$ cat src/rtl/execute_unit_mc.sv
// rtl/execute_unit_mc.sv - execute stage: forwarding, ALU, NZCV flags, E/M register, iterative MUL when EXEC_ITER_MUL_EN is defined
module execute_unit_mc #(
  parameter int WIDTH = 32
) (
  input  logic             CLK,
  input  logic             RESET,
  input  logic             ValidE,
  input  logic             FlushE,
  input  logic             StallM,
  input  logic             RegWriteE,
  input  logic             MemWriteE,
  input  logic             PCSrcE,
  input  logic             BranchE,
  input  logic             NoWriteE,
  input  logic             ALUSrcE,
  input  logic [2:0]       ALUControlE,
  input  logic [3:0]       CondE,
  input  logic [1:0]       FlagWriteE,
  input  logic [1:0]       ForwardAE,
  input  logic [1:0]       ForwardBE,
  input  logic [WIDTH-1:0] RD1E,
  input  logic [WIDTH-1:0] RD2E,
  input  logic [WIDTH-1:0] ExtImmE,
  input  logic [WIDTH-1:0] ResultW,
  input  logic [WIDTH-1:0] ALUResultM,
  output logic             StallE,
  output logic             ValidM,
  output logic             RegWriteM,
  output logic             MemWriteM,
  output logic             PCSrcM,
  output logic [WIDTH-1:0] ALUOutM,
  output logic [WIDTH-1:0] WriteDataM,
  output logic [3:0]       FlagsOut
);

  logic [WIDTH-1:0] op_a, fwd_b, op_b, alu_res;
  logic [WIDTH:0]   add_full, sub_full;
  logic             alu_c, alu_v, stall_e, cond_ex;
  logic             sel_valid, sel_regwrite, sel_memwrite, sel_pcsrc, sel_branch, sel_nowrite, sel_mul;
  logic             sel_c, sel_v;
  logic [3:0]       sel_cond, flags_q, flags_d;
  logic [1:0]       sel_fw;
  logic [WIDTH-1:0] sel_res, sel_wd;
  logic             valid_m_q, regwrite_m_q, memwrite_m_q, pcsrc_m_q;
  logic [WIDTH-1:0] aluout_m_q, wdata_m_q;

  // Operand forwarding; B is forwarded first, then optionally replaced by the immediate
  always_comb begin
    case (ForwardAE)
      2'b01:   op_a = ResultW;
      2'b10:   op_a = ALUResultM;
      default: op_a = RD1E;
    endcase
    case (ForwardBE)
      2'b01:   fwd_b = ResultW;
      2'b10:   fwd_b = ALUResultM;
      default: fwd_b = RD2E;
    endcase
    op_b = ALUSrcE ? ExtImmE : fwd_b;
  end

  assign add_full = {1'b0, op_a} + {1'b0, op_b};
  assign sub_full = {1'b0, op_a} + {1'b0, ~op_b} + {{WIDTH{1'b0}}, 1'b1};

  // Single-cycle ALU; MUL and the reserved code yield 0 here
  always_comb begin
    alu_res = '0;
    alu_c   = 1'b0;
    alu_v   = 1'b0;
    case (ALUControlE)
      3'b000: begin
        alu_res = add_full[WIDTH-1:0];
        alu_c   = add_full[WIDTH];
        alu_v   = (op_a[WIDTH-1] == op_b[WIDTH-1]) && (alu_res[WIDTH-1] != op_a[WIDTH-1]);
      end
      3'b001: begin
        alu_res = sub_full[WIDTH-1:0];
        alu_c   = sub_full[WIDTH];
        alu_v   = (op_a[WIDTH-1] != op_b[WIDTH-1]) && (alu_res[WIDTH-1] != op_a[WIDTH-1]);
      end
      3'b010:  alu_res = op_a & op_b;
      3'b011:  alu_res = op_a | op_b;
      3'b100:  alu_res = op_a ^ op_b;
      3'b101:  alu_res = op_b;
      default: alu_res = '0;
    endcase
  end

`ifdef EXEC_ITER_MUL_EN
  localparam int CW = $clog2(WIDTH + 1);
  typedef enum logic [1:0] {S_IDLE, S_BUSY, S_DONE} state_t;
  state_t           state_q, state_d;
  logic [CW-1:0]    cnt_q, cnt_d;
  logic [WIDTH-1:0] acc_q, acc_d, mcand_q, mcand_d, mplier_q, mplier_d, wd_q, wd_d;
  logic [10:0]      ctrl_q, ctrl_d;
  logic             stall_raw;

  // Multiplier state and operand/control snapshot
  always_ff @(posedge CLK or posedge RESET) begin
    if (RESET) begin
      state_q  <= S_IDLE;
      cnt_q    <= '0;
      acc_q    <= '0;
      mcand_q  <= '0;
      mplier_q <= '0;
      wd_q     <= '0;
      ctrl_q   <= '0;
    end else begin
      state_q  <= state_d;
      cnt_q    <= cnt_d;
      acc_q    <= acc_d;
      mcand_q  <= mcand_d;
      mplier_q <= mplier_d;
      wd_q     <= wd_d;
      ctrl_q   <= ctrl_d;
    end
  end

  // Multiplier next state: latch on entry, shift-add in BUSY, deliver from DONE; flush wins
  always_comb begin
    state_d   = state_q;
    cnt_d     = cnt_q;
    acc_d     = acc_q;
    mcand_d   = mcand_q;
    mplier_d  = mplier_q;
    wd_d      = wd_q;
    ctrl_d    = ctrl_q;
    stall_raw = 1'b0;
    case (state_q)
      S_IDLE: begin
        if (ValidE && !FlushE && (ALUControlE == 3'b110)) begin
          stall_raw = 1'b1;
          state_d   = S_BUSY;
          cnt_d     = '0;
          acc_d     = '0;
          mcand_d   = op_a;
          mplier_d  = op_b;
          wd_d      = fwd_b;
          ctrl_d    = {RegWriteE, MemWriteE, PCSrcE, BranchE, NoWriteE, CondE, FlagWriteE};
        end
      end
      S_BUSY: begin
        stall_raw = 1'b1;
        if (FlushE) begin
          state_d = S_IDLE;
        end else begin
          if (mplier_q[0]) acc_d = acc_q + mcand_q;
          mcand_d  = {mcand_q[WIDTH-2:0], 1'b0};
          mplier_d = {1'b0, mplier_q[WIDTH-1:1]};
          cnt_d    = cnt_q + 1'b1;
          if (cnt_q == CW'(WIDTH - 1)) state_d = S_DONE;
        end
      end
      S_DONE: begin
        if (FlushE || !StallM) state_d = S_IDLE;
      end
      default: state_d = S_IDLE;
    endcase
  end

  assign stall_e = stall_raw & ~RESET;
`else
  assign stall_e = 1'b0;
`endif

  assign StallE = stall_e;

  // Select what the E/M register sees: the live E instruction, or the finished MUL
  always_comb begin
    sel_valid    = ValidE & ~FlushE;
    sel_regwrite = RegWriteE;
    sel_memwrite = MemWriteE;
    sel_pcsrc    = PCSrcE;
    sel_branch   = BranchE;
    sel_nowrite  = NoWriteE;
    sel_cond     = CondE;
    sel_fw       = FlagWriteE;
    sel_mul      = (ALUControlE == 3'b110);
    sel_res      = alu_res;
    sel_wd       = fwd_b;
    sel_c        = alu_c;
    sel_v        = alu_v;
`ifdef EXEC_ITER_MUL_EN
    if (state_q == S_DONE) begin
      sel_valid    = ~FlushE;
      sel_regwrite = ctrl_q[10];
      sel_memwrite = ctrl_q[9];
      sel_pcsrc    = ctrl_q[8];
      sel_branch   = ctrl_q[7];
      sel_nowrite  = ctrl_q[6];
      sel_cond     = ctrl_q[5:2];
      sel_fw       = ctrl_q[1:0];
      sel_mul      = 1'b1;
      sel_res      = acc_q;
      sel_wd       = wd_q;
      sel_c        = 1'b0;
      sel_v        = 1'b0;
    end
`endif
  end

  // ARM condition evaluation against the architectural flags
  always_comb begin
    case (sel_cond)
      4'b0000: cond_ex = flags_q[2];
      4'b0001: cond_ex = ~flags_q[2];
      4'b0010: cond_ex = flags_q[1];
      4'b0011: cond_ex = ~flags_q[1];
      4'b0100: cond_ex = flags_q[3];
      4'b0101: cond_ex = ~flags_q[3];
      4'b0110: cond_ex = flags_q[0];
      4'b0111: cond_ex = ~flags_q[0];
      4'b1000: cond_ex = flags_q[1] & ~flags_q[2];
      4'b1001: cond_ex = ~flags_q[1] | flags_q[2];
      4'b1010: cond_ex = (flags_q[3] == flags_q[0]);
      4'b1011: cond_ex = (flags_q[3] != flags_q[0]);
      4'b1100: cond_ex = ~flags_q[2] & (flags_q[3] == flags_q[0]);
      4'b1101: cond_ex = flags_q[2] | (flags_q[3] != flags_q[0]);
      4'b1110: cond_ex = 1'b1;
      default: cond_ex = 1'b0;
    endcase
  end

  // Flag update only when a valid, condition-passing instruction is loaded into E/M
  always_comb begin
    flags_d = flags_q;
    if (!StallM && !stall_e && sel_valid && cond_ex) begin
      if (sel_fw[1]) flags_d[3:2] = {sel_res[WIDTH-1], (sel_res == '0)};
      if (sel_fw[0] && !sel_mul) flags_d[1:0] = {sel_c, sel_v};
    end
  end

  // E/M pipeline register: hold on StallM, bubble while E is busy, otherwise load
  always_ff @(posedge CLK or posedge RESET) begin
    if (RESET) begin
      valid_m_q    <= 1'b0;
      regwrite_m_q <= 1'b0;
      memwrite_m_q <= 1'b0;
      pcsrc_m_q    <= 1'b0;
      aluout_m_q   <= '0;
      wdata_m_q    <= '0;
      flags_q      <= 4'b0000;
    end else begin
      flags_q <= flags_d;
      if (!StallM) begin
        if (stall_e) begin
          valid_m_q    <= 1'b0;
          regwrite_m_q <= 1'b0;
          memwrite_m_q <= 1'b0;
          pcsrc_m_q    <= 1'b0;
        end else begin
          valid_m_q    <= sel_valid;
          regwrite_m_q <= sel_valid & sel_regwrite & cond_ex & ~sel_nowrite;
          memwrite_m_q <= sel_valid & sel_memwrite & cond_ex;
          pcsrc_m_q    <= sel_valid & (sel_pcsrc | sel_branch) & cond_ex;
          aluout_m_q   <= sel_res;
          wdata_m_q    <= sel_wd;
        end
      end
    end
  end

  assign ValidM     = valid_m_q;
  assign RegWriteM  = regwrite_m_q;
  assign MemWriteM  = memwrite_m_q;
  assign PCSrcM     = pcsrc_m_q;
  assign ALUOutM    = aluout_m_q;
  assign WriteDataM = wdata_m_q;
  assign FlagsOut   = flags_q;

endmodule

$ cat config.mk
export PLATFORM = sky130hd
export DESIGN_NAME = execute_unit_mc
export DESIGN_NICKNAME = d
export VERILOG_FILES = /design/src/rtl/execute_unit_mc.sv
export SDC_FILE = /design/constraint.sdc
export NUM_CORES = 1
export LEC_CHECK = 0
export BUFFER_PORTS_ARGS = -buffer_cell sky130_fd_sc_hd__buf_2
export CORE_ASPECT_RATIO = 0.9
export CORE_UTILIZATION = 45
export DETAILED_ROUTE_END_ITERATION = 10
export PLACE_DENSITY = 0.69
export SYNTH_ARGS = -nofsm -noshare
export SYNTH_HDL_FRONTEND = slang
export SYNTH_SLANG_ARGS = --single-unit
export TNS_END_PERCENT = 10
$ cat constraint.sdc
create_clock -name CLK -period 2.4 [get_ports CLK]
set_input_delay 0.12 -clock CLK [delete_from_list [all_inputs] [get_ports CLK]]
set_output_delay 0.12 -clock CLK [all_outputs]
set_load 0.05 [all_outputs]
==> metrics <==
Final Power=just over 10 mW; WL final=a little under 50 mm; All-Layer GR Usage=0.4057; synthesized flop and latch total=72; io pins=257; Mapped Nets=between 1500 and 2000; Mapped Avg Cell Area=just over 7 um^2; initial core utilization=0.4636; Die Ht=approximately 140 um; fill cell count=1697; number of synthesized flops with an enable pin=0; final max-slew violation count=0; failing checks=negative setup slack; DR pass1 iterations=6; asr flop ratio synth=1.000; gr busiest metal=met1; TritonCTS buffer count=9; Slew @ Worst Pin=~1.1 ns; Synth-to-Final Area Change=62.46%; Hold Path Cell Cnt=2; width of the die=160.3 um; hold path startpoint=RegWriteE; hold crit path type=primary input to flip-flop; DP Area=0.01503 mm^2; CTS Root Cell=clkbuf_16; end of the worst hold path=RegWriteM; Yosys cell types=90; later-pin clock latency in the skew report=between 0.3 and 0.4 ns; CTS clock-pin slew for the worst setup and hold paths=about 0.070 ns; Setup Viol. Count Final=35; FF-to-FF setup slack=-0.01 ns; Routability Congestion=1.036; Sum Neg Setup Slack=-35.57 ns; core area=between 0.02 and 0.025 mm^2; Remaining DRCs=0; YS warnings=0; Iter 0 DRT Violations=1621; vias in the first global route=roughly 13000; Design Area, Final=roughly 0.016 mm^2; crit share post-route=1.807; GR Layer Usage met2=0.5709; switching fraction of total power=0.4685; H-tree depth=3; Setup crit start kind=primary input; CP Data Arrival Time=roughly 4.6 ns; Nets=2342; clock network fraction of total power=0.163; Rel. slew slack=0.2345; sequential cell area fraction in the yosys report=0.1776; via density per instance=5.995; die area=0.02315 mm^2; Routed Antenna Nets=0; vias post-DR=roughly 14000; Psw=slightly below 5 mW; Max VDD drop=~0.00051 V; Req. time, crit path=2.67 ns; layout cells sized above 1=0.4615; first-pass GRT wire length=a little over 70 mm; area of the mapped netlist=~0.010 mm^2; Pint=between 5 and 6 mW; clock buffer depth=2; sequential share of power=0.151; Crit Path Max Fanout=14; M1 GR Usage=0.5995; CTS sink cnt=a little over 70; Main synth FF type=dfrtp_1; initial antenna violation count=1; Multi-input gate area=around 0.0084 mm^2; CP Capture Type=flip-flop; reg-to-reg startpoint=FlagsOut[3]; status=complete, but fails checks; Global Route met3 Usage=0.09550; Worst Skew=around 0.00047 ns; largest net degree at the start of global routing=between 100 and 150; Power Density=roughly 630 mW/mm^2; Final Hold Viols=0; Synth Instances=about 1400; Logic pwr share=0.686; port bufs=~260; FP Rows=51; clock tree from TritonCTS=built; Max Freq=about 230 MHz; leakage=approximately 8.1 nW; reg2reg end=FlagsOut[2]; dpl hpwl=around 40 mm; unrepaired setup endpoints after global routing=yes; register area=roughly 0.0018 mm^2; final worst setup slack=-1.938 ns; Max Cap Violations=0; GRT overflow=0; Reg2Reg Depth=9; kind of critical path=primary input to flip-flop; fin crit period=between 4 and 5 ns; pre-CTS setup slack=-2.528 ns; wire length per cell=between 20 and 25 um
## layout make-up
class / instances / area share
repair buffers: 733 / 0.3073
well taps: 291 / 0.02209
diodes: 2 / 0.0003036
flip-flops and latches: 72 / 0.1093
clock buffers: 10 / 0.01450
inverters: 120 / 0.02809
multi-input cells: 1111 / 0.5114
clock inverters: 6 / 0.007059
## routing by layer
layer / part of all wire / vias up
met5: 0 / -
met4: 0.029 / 0
met3: 0.12 / 114
met2: 0.40 / 1010
met1: 0.44 / 6535
li1: - / 6399
## cell usage in the layout (no fill, tap or decap), types with 9 or more instances in the layout
cell / instances
nand2_1: 161
xnor2_1: 17
a21oi_1: 90
buf_4: 459
o21bai_1: 13
o211ai_1: 20
o21ai_0: 111
a211oi_1: 20
ha_1: 92
a21oi_2: 18
nor2b_1: 12
nand2b_1: 9
a21o_1: 14
ha_4: 14
nor3_1: 18
a211oi_2: 9
nor2_1: 106
nand4_1: 9
nand3_1: 12
o31ai_1: 15
buf_2: 251
buf_12: 9
o21ai_2: 23
inv_2: 10
dfrtp_1: 72
clkbuf_16: 9
a221o_1: 33
o21ai_1: 35
mux2_2: 22
inv_1: 107
a22oi_1: 32
mux2i_1: 11
## cell families after synthesis
group / after synthesis / synth area share
compound gates: 551 / 0.3687
xor+xnor: 20 / 0.01726
simple gates: 393 / 0.1765
flops: 72 / 0.1776
other cells: 1 / 0.0003696
mux: 35 / 0.03737
fa+ha+maj: 111 / 0.1369
buf+inv: 221 / 0.08534
## state kept, by name, indices dropped and copies added (netlist names)
signal and count:
ALUOutM 32, FlagsOut 4, MemWriteM 1, PCSrcM 1, RegWriteM 1, ValidM 1
WriteDataM 32
## critical path, stage by stage
cell and delay [ns]:
buf_8 0.10, inv_8 0.03, ha_4 0.31, inv_4 0.10, o311ai_4 0.42, inv_2 0.09, ha_4 0.29, inv_2 0.03
ha_2 0.16, or2_4 0.26, a221oi_4 0.27, o31a_4 0.22, o21ai_1 0.08, a41o_1 0.26, a2111oi_4 0.36, o2111ai_2 0.18
nor4b_2 0.32, and4bb_1 0.25, nand3_1 0.10, or4_4 0.45, o31ai_4 0.18
## per-stage QoR
stage               hold WS [ns]    util  cells
floorplan                 0.2486       -   1404
global placement          0.1915  0.6867   2303
detailed placement        0.1936  0.6867   2303
CTS                     0.003671  0.7335   2334
global route             0.02206  0.7530   2344
finish                   0.01217  0.7531   2345
## synthesized netlist by cell type, drive strengths merged, types with 7 or more instances
cell type,n,area (um^2)
o211ai,21,171.4
nand2,164,615.6
or3,7,43.79
a21o,14,105.1
a221o,34,341.6
o21ai,171,867.1
a21oi,109,545.5
dfrtp,72,1802
nand4,9,56.30
mux2,23,259.0
nand2b,9,56.30
a211oi,32,252.7
buf,34,163.9
a221oi,7,78.83
o31ai,22,170.2
o22ai,7,43.79
o21bai,14,105.1
ha,111,1389
nand3,13,65.06
inv,120,450.4
o221ai,8,70.07
nor2b,18,115.1
nor2,112,420.4
nor3,20,105.1
xnor2,17,148.9
a22oi,35,262.8
and3,8,50.05
mux2i,12,120.1
clkbuf,67,251.5
a2111oi,7,73.82
a31oi,11,83.83
## how the worst max path moves through the flow
stage / start / to / slack, ns / depth (start not counted)
CTS: ForwardBE[0] / FlagsOut[2] / -1.85 / 23
finish: ForwardBE[0] / FlagsOut[2] / -1.94 / 21
detailed placement: ForwardBE[0] / FlagsOut[2] / -2.53 / 21
global placement: ForwardAE[0] / FlagsOut[2] / -2.40 / 21
global route: ForwardBE[0] / FlagsOut[2] / -2.07 / 21
floorplan: ForwardBE[0] / FlagsOut[2] / -1.83 / 21
## what timing repair did
| action | CTS | global route |
|---|---|---|
| hold endpoints to repair | 22 | 0 |
| endpoints found under the setup margin | 36 | 35 |
| pin swaps | 42 | 43 |
| hold buffers | 2 | 0 |
| buffers inserted | 14 | 9 |
| cloned | 1 | 0 |
| resized for setup | 126 | 89 |
## power groups by stage
stage | logic [mW] | registers (mW) | clock network, mW
after detailed placement | 6.25 | 1.59 | 0
after global routing | 7.48 | 1.59 | 1.73
final | 7.11 | 1.57 | 1.69
after floorplan | 2.65 | 2.38 | 0
after CTS | 6.64 | 1.57 | 1.70
after global placement | 6.18 | 1.58 | 0
(Power assumes the default switching activity.)
